### src/rtl/icache_pkg.sv
`default_nettype none
// ============================================================================
// Module      : icache_pkg
// Description : AHB-Lite encodings and refill FSM states for the I-cache.
// Revision    : 1.0 - initial release
// ============================================================================
package icache_pkg;

    localparam logic [1:0] HTRANS_IDLE   = 2'b00;
    localparam logic [1:0] HTRANS_NONSEQ = 2'b10;
    localparam logic [1:0] HTRANS_SEQ    = 2'b11;

    localparam logic [2:0] HBURST_SINGLE = 3'b000;
    localparam logic [2:0] HBURST_INCR4  = 3'b011;
    localparam logic [2:0] HSIZE_WORD    = 3'b010;

    localparam logic HRESP_OKAY  = 1'b0;
    localparam logic HRESP_ERROR = 1'b1;

    localparam int LINE_WORDS  = 4;
    localparam int OFFSET_BITS = 4;

    typedef enum logic [2:0] {
        ST_IDLE  = 3'd0,
        ST_ADDR  = 3'd1,
        ST_BURST = 3'd2,
        ST_DRAIN = 3'd3,
        ST_ERR   = 3'd4
    } refill_state_t;

endpackage
`default_nettype wire

### src/rtl/icache_refill_ctrl.sv
`default_nettype none
// ============================================================================
// Module      : icache_refill_ctrl
// Description : I-cache miss sequencer; fetches one line with an AHB INCR4 read.
// Revision    : 1.0 - initial release
// ============================================================================
module icache_refill_ctrl
    import icache_pkg::*;
#(
    parameter int ADDR_W     = 32,
    parameter int DATA_W     = 32,
    parameter int LINE_WORDS = 4
) (
    input  logic              clk,
    input  logic              rst,
    input  logic              miss_req,
    input  logic [ADDR_W-1:0] miss_addr,
    output logic              refill_busy,
    output logic              refill_we,
    output logic [1:0]        refill_word_idx,
    output logic [DATA_W-1:0] refill_data,
    output logic [ADDR_W-1:0] refill_tag_addr,
    output logic              refill_done,
    output logic              refill_err,
    output logic [ADDR_W-1:0] HADDR,
    output logic [1:0]        HTRANS,
    output logic [2:0]        HBURST,
    output logic [2:0]        HSIZE,
    output logic              HWRITE,
    input  logic              HREADY,
    input  logic              HRESP,
    input  logic [DATA_W-1:0] HRDATA
);

    localparam logic [1:0]        c_last_beat   = 2'(LINE_WORDS - 1);
    localparam logic [ADDR_W-1:0] c_offset_mask = ADDR_W'((1 << OFFSET_BITS) - 1);

    refill_state_t     r_state;
    logic [ADDR_W-1:0] r_base;
    logic [1:0]        r_addr_cnt;
    logic [1:0]        r_data_cnt;

    logic [ADDR_W-1:0] w_miss_base;
    logic [ADDR_W-1:0] w_next_haddr;

    assign w_miss_base  = miss_addr & ~c_offset_mask;
    // Aligned 16-byte line: the word offset is the only part that moves.
    assign w_next_haddr = {r_base[ADDR_W-1:OFFSET_BITS], r_addr_cnt + 2'd1, 2'b00};

    assign refill_tag_addr = r_base;
    assign HSIZE           = HSIZE_WORD;
    assign HWRITE          = 1'b0;

    always_ff @(posedge clk or posedge rst) begin
        if (rst) begin
            r_state         <= ST_IDLE;
            r_base          <= '0;
            r_addr_cnt      <= '0;
            r_data_cnt      <= '0;
            HADDR           <= '0;
            HTRANS          <= HTRANS_IDLE;
            HBURST          <= HBURST_SINGLE;
            refill_busy     <= 1'b0;
            refill_we       <= 1'b0;
            refill_word_idx <= '0;
            refill_data     <= '0;
            refill_done     <= 1'b0;
            refill_err      <= 1'b0;
        end else begin
            refill_we   <= 1'b0;
            refill_done <= 1'b0;
            refill_err  <= 1'b0;
            case (r_state)
                ST_IDLE: begin
                    if (miss_req) begin
                        r_state     <= ST_ADDR;
                        r_base      <= w_miss_base;
                        r_addr_cnt  <= '0;
                        r_data_cnt  <= '0;
                        HADDR       <= w_miss_base;
                        HTRANS      <= HTRANS_NONSEQ;
                        HBURST      <= HBURST_INCR4;
                        refill_busy <= 1'b1;
                    end
                end
                ST_ADDR: begin
                    if (HREADY) begin
                        r_state    <= ST_BURST;
                        r_addr_cnt <= r_addr_cnt + 2'd1;
                        HADDR      <= w_next_haddr;
                        HTRANS     <= HTRANS_SEQ;
                    end
                end
                ST_BURST, ST_DRAIN: begin
                    if (refill_done) begin
                        r_state     <= ST_IDLE;
                        refill_busy <= 1'b0;
                    end else if (HRESP == HRESP_ERROR) begin
                        // Cancel the burst; the error pulse waits for the second error cycle.
                        r_state    <= ST_ERR;
                        HTRANS     <= HTRANS_IDLE;
                        HBURST     <= HBURST_SINGLE;
                        refill_err <= HREADY;
                    end else if (HREADY) begin
                        refill_we       <= 1'b1;
                        refill_word_idx <= r_data_cnt;
                        refill_data     <= HRDATA;
                        r_data_cnt      <= r_data_cnt + 2'd1;
                        if (r_data_cnt == c_last_beat) begin
                            refill_done <= 1'b1;
                        end
                        if (r_state == ST_BURST) begin
                            if (r_addr_cnt == c_last_beat) begin
                                r_state <= ST_DRAIN;
                                HTRANS  <= HTRANS_IDLE;
                                HBURST  <= HBURST_SINGLE;
                            end else begin
                                r_addr_cnt <= r_addr_cnt + 2'd1;
                                HADDR      <= w_next_haddr;
                            end
                        end
                    end
                end
                ST_ERR: begin
                    if (refill_err) begin
                        r_state     <= ST_IDLE;
                        refill_busy <= 1'b0;
                    end else if (HREADY) begin
                        refill_err <= 1'b1;
                    end
                end
                default: begin
                    r_state     <= ST_IDLE;
                    HTRANS      <= HTRANS_IDLE;
                    HBURST      <= HBURST_SINGLE;
                    refill_busy <= 1'b0;
                end
            endcase
        end
    end

endmodule
`default_nettype wire

### config.mk
export PLATFORM = sky130hd
export DESIGN_NAME = icache_refill_ctrl
export DESIGN_NICKNAME = d
export VERILOG_FILES = /design/src/rtl/icache_pkg.sv /design/src/rtl/icache_refill_ctrl.sv
export SDC_FILE = /design/constraint.sdc
export NUM_CORES = 1
export LEC_CHECK = 0
export ABC_AREA = 1
export BUFFER_PORTS_ARGS = -buffer_cell sky130_fd_sc_hd__buf_2
export CORE_MARGIN = 2
export CORE_UTILIZATION = 49
export CTS_CLUSTER_SIZE = 12
export DETAILED_ROUTE_END_ITERATION = 6
export HOLD_SLACK_MARGIN = 0.06
export PLACE_DENSITY = 0.8
export SKIP_CTS_REPAIR_TIMING = 1
export SLEW_MARGIN = 30
export SYNTH_ARGS = -nofsm -noshare
export SYNTH_HDL_FRONTEND = slang
export SYNTH_SLANG_ARGS = --single-unit
### constraint.sdc
create_clock -name clk -period 4.3 [get_ports clk]
set_input_delay 0.645 -clock clk [delete_from_list [all_inputs] [get_ports clk]]
set_output_delay 0.645 -clock clk [all_outputs]
set_load 0.01 [all_outputs]
==> results.sh <==
export IMPL_status="finished clean"
export IMPL_fmax_ghz=0.460
export IMPL_max_cap_viol_count=0
export IMPL_drive_above_1_share=0.280
export IMPL_dieWidth_um=102
export IMPL_drc=0
export IMPL_yosys_area_share_simple=0.272
export IMPL_synth_cell_types=24
export IMPL_antenna_found_initial=0
export IMPL_r2r_end="HADDR[20]$_DFFE_PP0P_"
export IMPL_cts_max_level=3
export IMPL_ir_worst_vdd_v=0.000311
export IMPL_power_density_nw_per_um2=782
export IMPL_initial_utilization=0.506
export IMPL_ant_nets=0
export IMPL_cts_root_buf="clkbuf_8"
export IMPL_fin_skew_ps=12.2
export IMPL_reg2regPathDepth=7
export IMPL_synthAdderAreaFrac=0.00535
export IMPL_cts_made_buffers=9
export IMPL_n_fill_cell=798
export IMPL_timing_reg2reg_setup_slack_ps=2120
export IMPL_synth_avg_cell_area_um2=8.26
export IMPL_synth_top_cell_by_area="dfrtp_1"
export IMPL_cp_end_kind="register"
export IMPL_grt_overflow=0
export IMPL_fin_nets=785
export IMPL_core_area_um2=9240
export IMPL_clkTransAtPathRegs_ps=100
export IMPL_first_pass_iters=4
export IMPL_synth_ff_type="dfrtp_1"
export IMPL_utilization=0.618
export IMPL_grt_pass1_vias=3863
export IMPL_relSlewSlack=0.531
export IMPL_worstPathArrival_ps=2420
export IMPL_crit_path_end="HADDR[20]$_DFFE_PP0P_"
export IMPL_met1_length_um=4690
export IMPL_area_delta_synth_final_pct=22.2
export IMPL_drt_total_wl_um=10700
export IMPL_synth_area_top_cells="dfrtp_1 56%, nand2_1 20%, o21ai_0 5.4%"
export IMPL_clk_latency_ps=350
export IMPL_rr_startpoint="r_state[1]$_DFFE_PP0P_"
export IMPL_clkSinkCount=104
export IMPL_drv_slew=0
export IMPL_ys_seq_area_frac=0.556
export IMPL_dr_first_iter_drc_count=155
export IMPL_dr_wl_met2_um=4940
export IMPL_dp_hpwl_um=7490
export IMPL_via_count=4094
export IMPL_fin_crit_ps=2180
export IMPL_synth_xor_area_frac=0
export IMPL_synthMuxAreaShare=0
export IMPL_min_period_over_period=0.506
export IMPL_wl_met3_um=997
export IMPL_die_area_um2=10300
export IMPL_io_buffers=164
export IMPL_gr_usage_all_layers=0.213
export IMPL_diodes=0
export IMPL_grt_first_pass_wirelength_um=17400
export IMPL_syn_area_um2=4680
export IMPL_hold_viol=0
export IMPL_ys_warn_count=0
export IMPL_synth_common_cells="247 x nand2_1, 104 x dfrtp_1, 50 x o21ai_0"
export IMPL_synth_most_common_cell="nand2_1"
export IMPL_tightest_slew_ps=702
export IMPL_hp_class="in -> async"
export IMPL_fp_row_count=35
export IMPL_synthCells=566
export IMPL_wl_per_cell_um=12.6
export IMPL_synth_compound_area_share=0.0725
export IMPL_rsz0062_at_grt="no"
export IMPL_die_y_um=102
export IMPL_clock_path_buffers=2
export IMPL_cts_tree="yes"
export IMPL_synth_seq_cells=104
export IMPL_holdWs_ps=366
export IMPL_p_leak_nw=3.28
export IMPL_viasPerCell=4.83
export IMPL_cp_startpoint="r_state[1]$_DFFE_PP0P_"
export IMPL_routabilityCongestion=0.876
export IMPL_num_io_pins=180
export IMPL_start_kind="register"
export IMPL_synth_top_area_share=0.556
export IMPL_setup_viol=0
export IMPL_fin_setup_tns_ps=0
export IMPL_highest_layer="met4"
export IMPL_crit_type="reg -> reg"
export IMPL_grt_max_degree=76
export IMPL_synthArstFlopShare=1.00
export IMPL_cp_required_ps=4540
export IMPL_crit_path_max_fanout=34
export IMPL_synth_top_family_by_area="simple AND/OR/NAND/NOR gates"
export IMPL_synth_edf_count=0
cell families after synthesis:
logic type      Yosys count
compound gates           65
fa+ha+maj                 2
buf+inv                  83
flops                   104
other cells               2
simple gates            310
critical path, stage by stage (launching register included):
cell and delay, ps:
dfrtp_1 560, nor2_2 100, nand3_1 120, nand2_2 110
nor2_8 410, nand2_2 490, nand2_1 190, nand2_1 70
sequential cells by signal, summed over array words and instances, names as in the netlist:
register,count
HTRANS,2
r_addr_cnt,1
refill_data,32
HADDR,29
r_state,3
refill_err,1
r_data_cnt,2
HBURST,1
refill_tag_addr,28
refill_we,1
refill_done,1
refill_word_idx,2
refill_busy,1
area by class of cell:
type | instances | area (µm²) | area share
flip-flops and latches | 104 | 2600 | 0.455
multi-input cells | 388 | 1690 | 0.296
clock inverters | 5 | 81.3 | 0.0142
well taps | 129 | 161 | 0.0282
repair buffers | 168 | 871 | 0.152
clock buffers | 10 | 138 | 0.0241
inverters | 43 | 166 | 0.0291
power by group:
| part | internal, mW | total, mW | switching [mW] |
|---|---|---|---|
| Sequential | 1.44 | 1.71 | 0.273 |
| Combinational | 0.764 | 2.08 | 1.32 |
| Clock | 0.341 | 0.672 | 0.331 |
per-layer routing:
metal  track usage  vias to the layer above
li1              -                     2022
met1         0.284                     1887
met2         0.344                      181
met3        0.0511                        4
met4        0.0696                        0
met5             0                        -
worst min-delay path by stage:
stage,start,endpoint,cells past startpoint,slack [ps]
after global routing,rst,refill_data[21]$_DFFE_PP0P_,2,430
after global placement,HADDR[16]$_DFFE_PP0P_,HADDR[16]$_DFFE_PP0P_,2,450
after floorplan,r_data_cnt[0]$_DFFE_PP0P_,r_data_cnt[0]$_DFFE_PP0P_,1,470
final,rst,refill_data[20]$_DFFE_PP0P_,2,370
after detailed placement,HADDR[11]$_DFFE_PP0P_,HADDR[11]$_DFFE_PP0P_,2,450
after CTS,HRDATA[7],refill_data[7]$_DFFE_PP0P_,3,470
through the flow:
step	total power, mW	worst slack (ps)	cells	area (µm²)
after global routing	4.88	1880	847	5710
after CTS	4.52	2090	847	5710
after floorplan	3.11	923	575	4710
final	4.47	2120	847	5710
after global placement	3.73	1970	831	5470
after detailed placement	3.83	1950	832	5490
placed cells by master (no fill, tap or decap):
cell type and n:
nand2_1 247, buf_2 164, dfrtp_1 104, o21ai_0 50, inv_1 37, nand3_1 36
nor2_1 14, conb_1 11, o21ai_1 10, clkbuf_8 10, inv_2 5, nand2_2 4
buf_4 3, nor2_2 2, nor2_8 2, nor2_4 2, nand3b_1 2, a21oi_1 2
ha_1 2, bufinv_16 2, o22ai_2 1, o21ai_4 1, a21boi_0 1, nand4_1 1
inv_6 1, clkinv_4 1, clkinv_2 1, clkinvlp_4 1, buf_16 1
(Power assumes the default switching activity.)
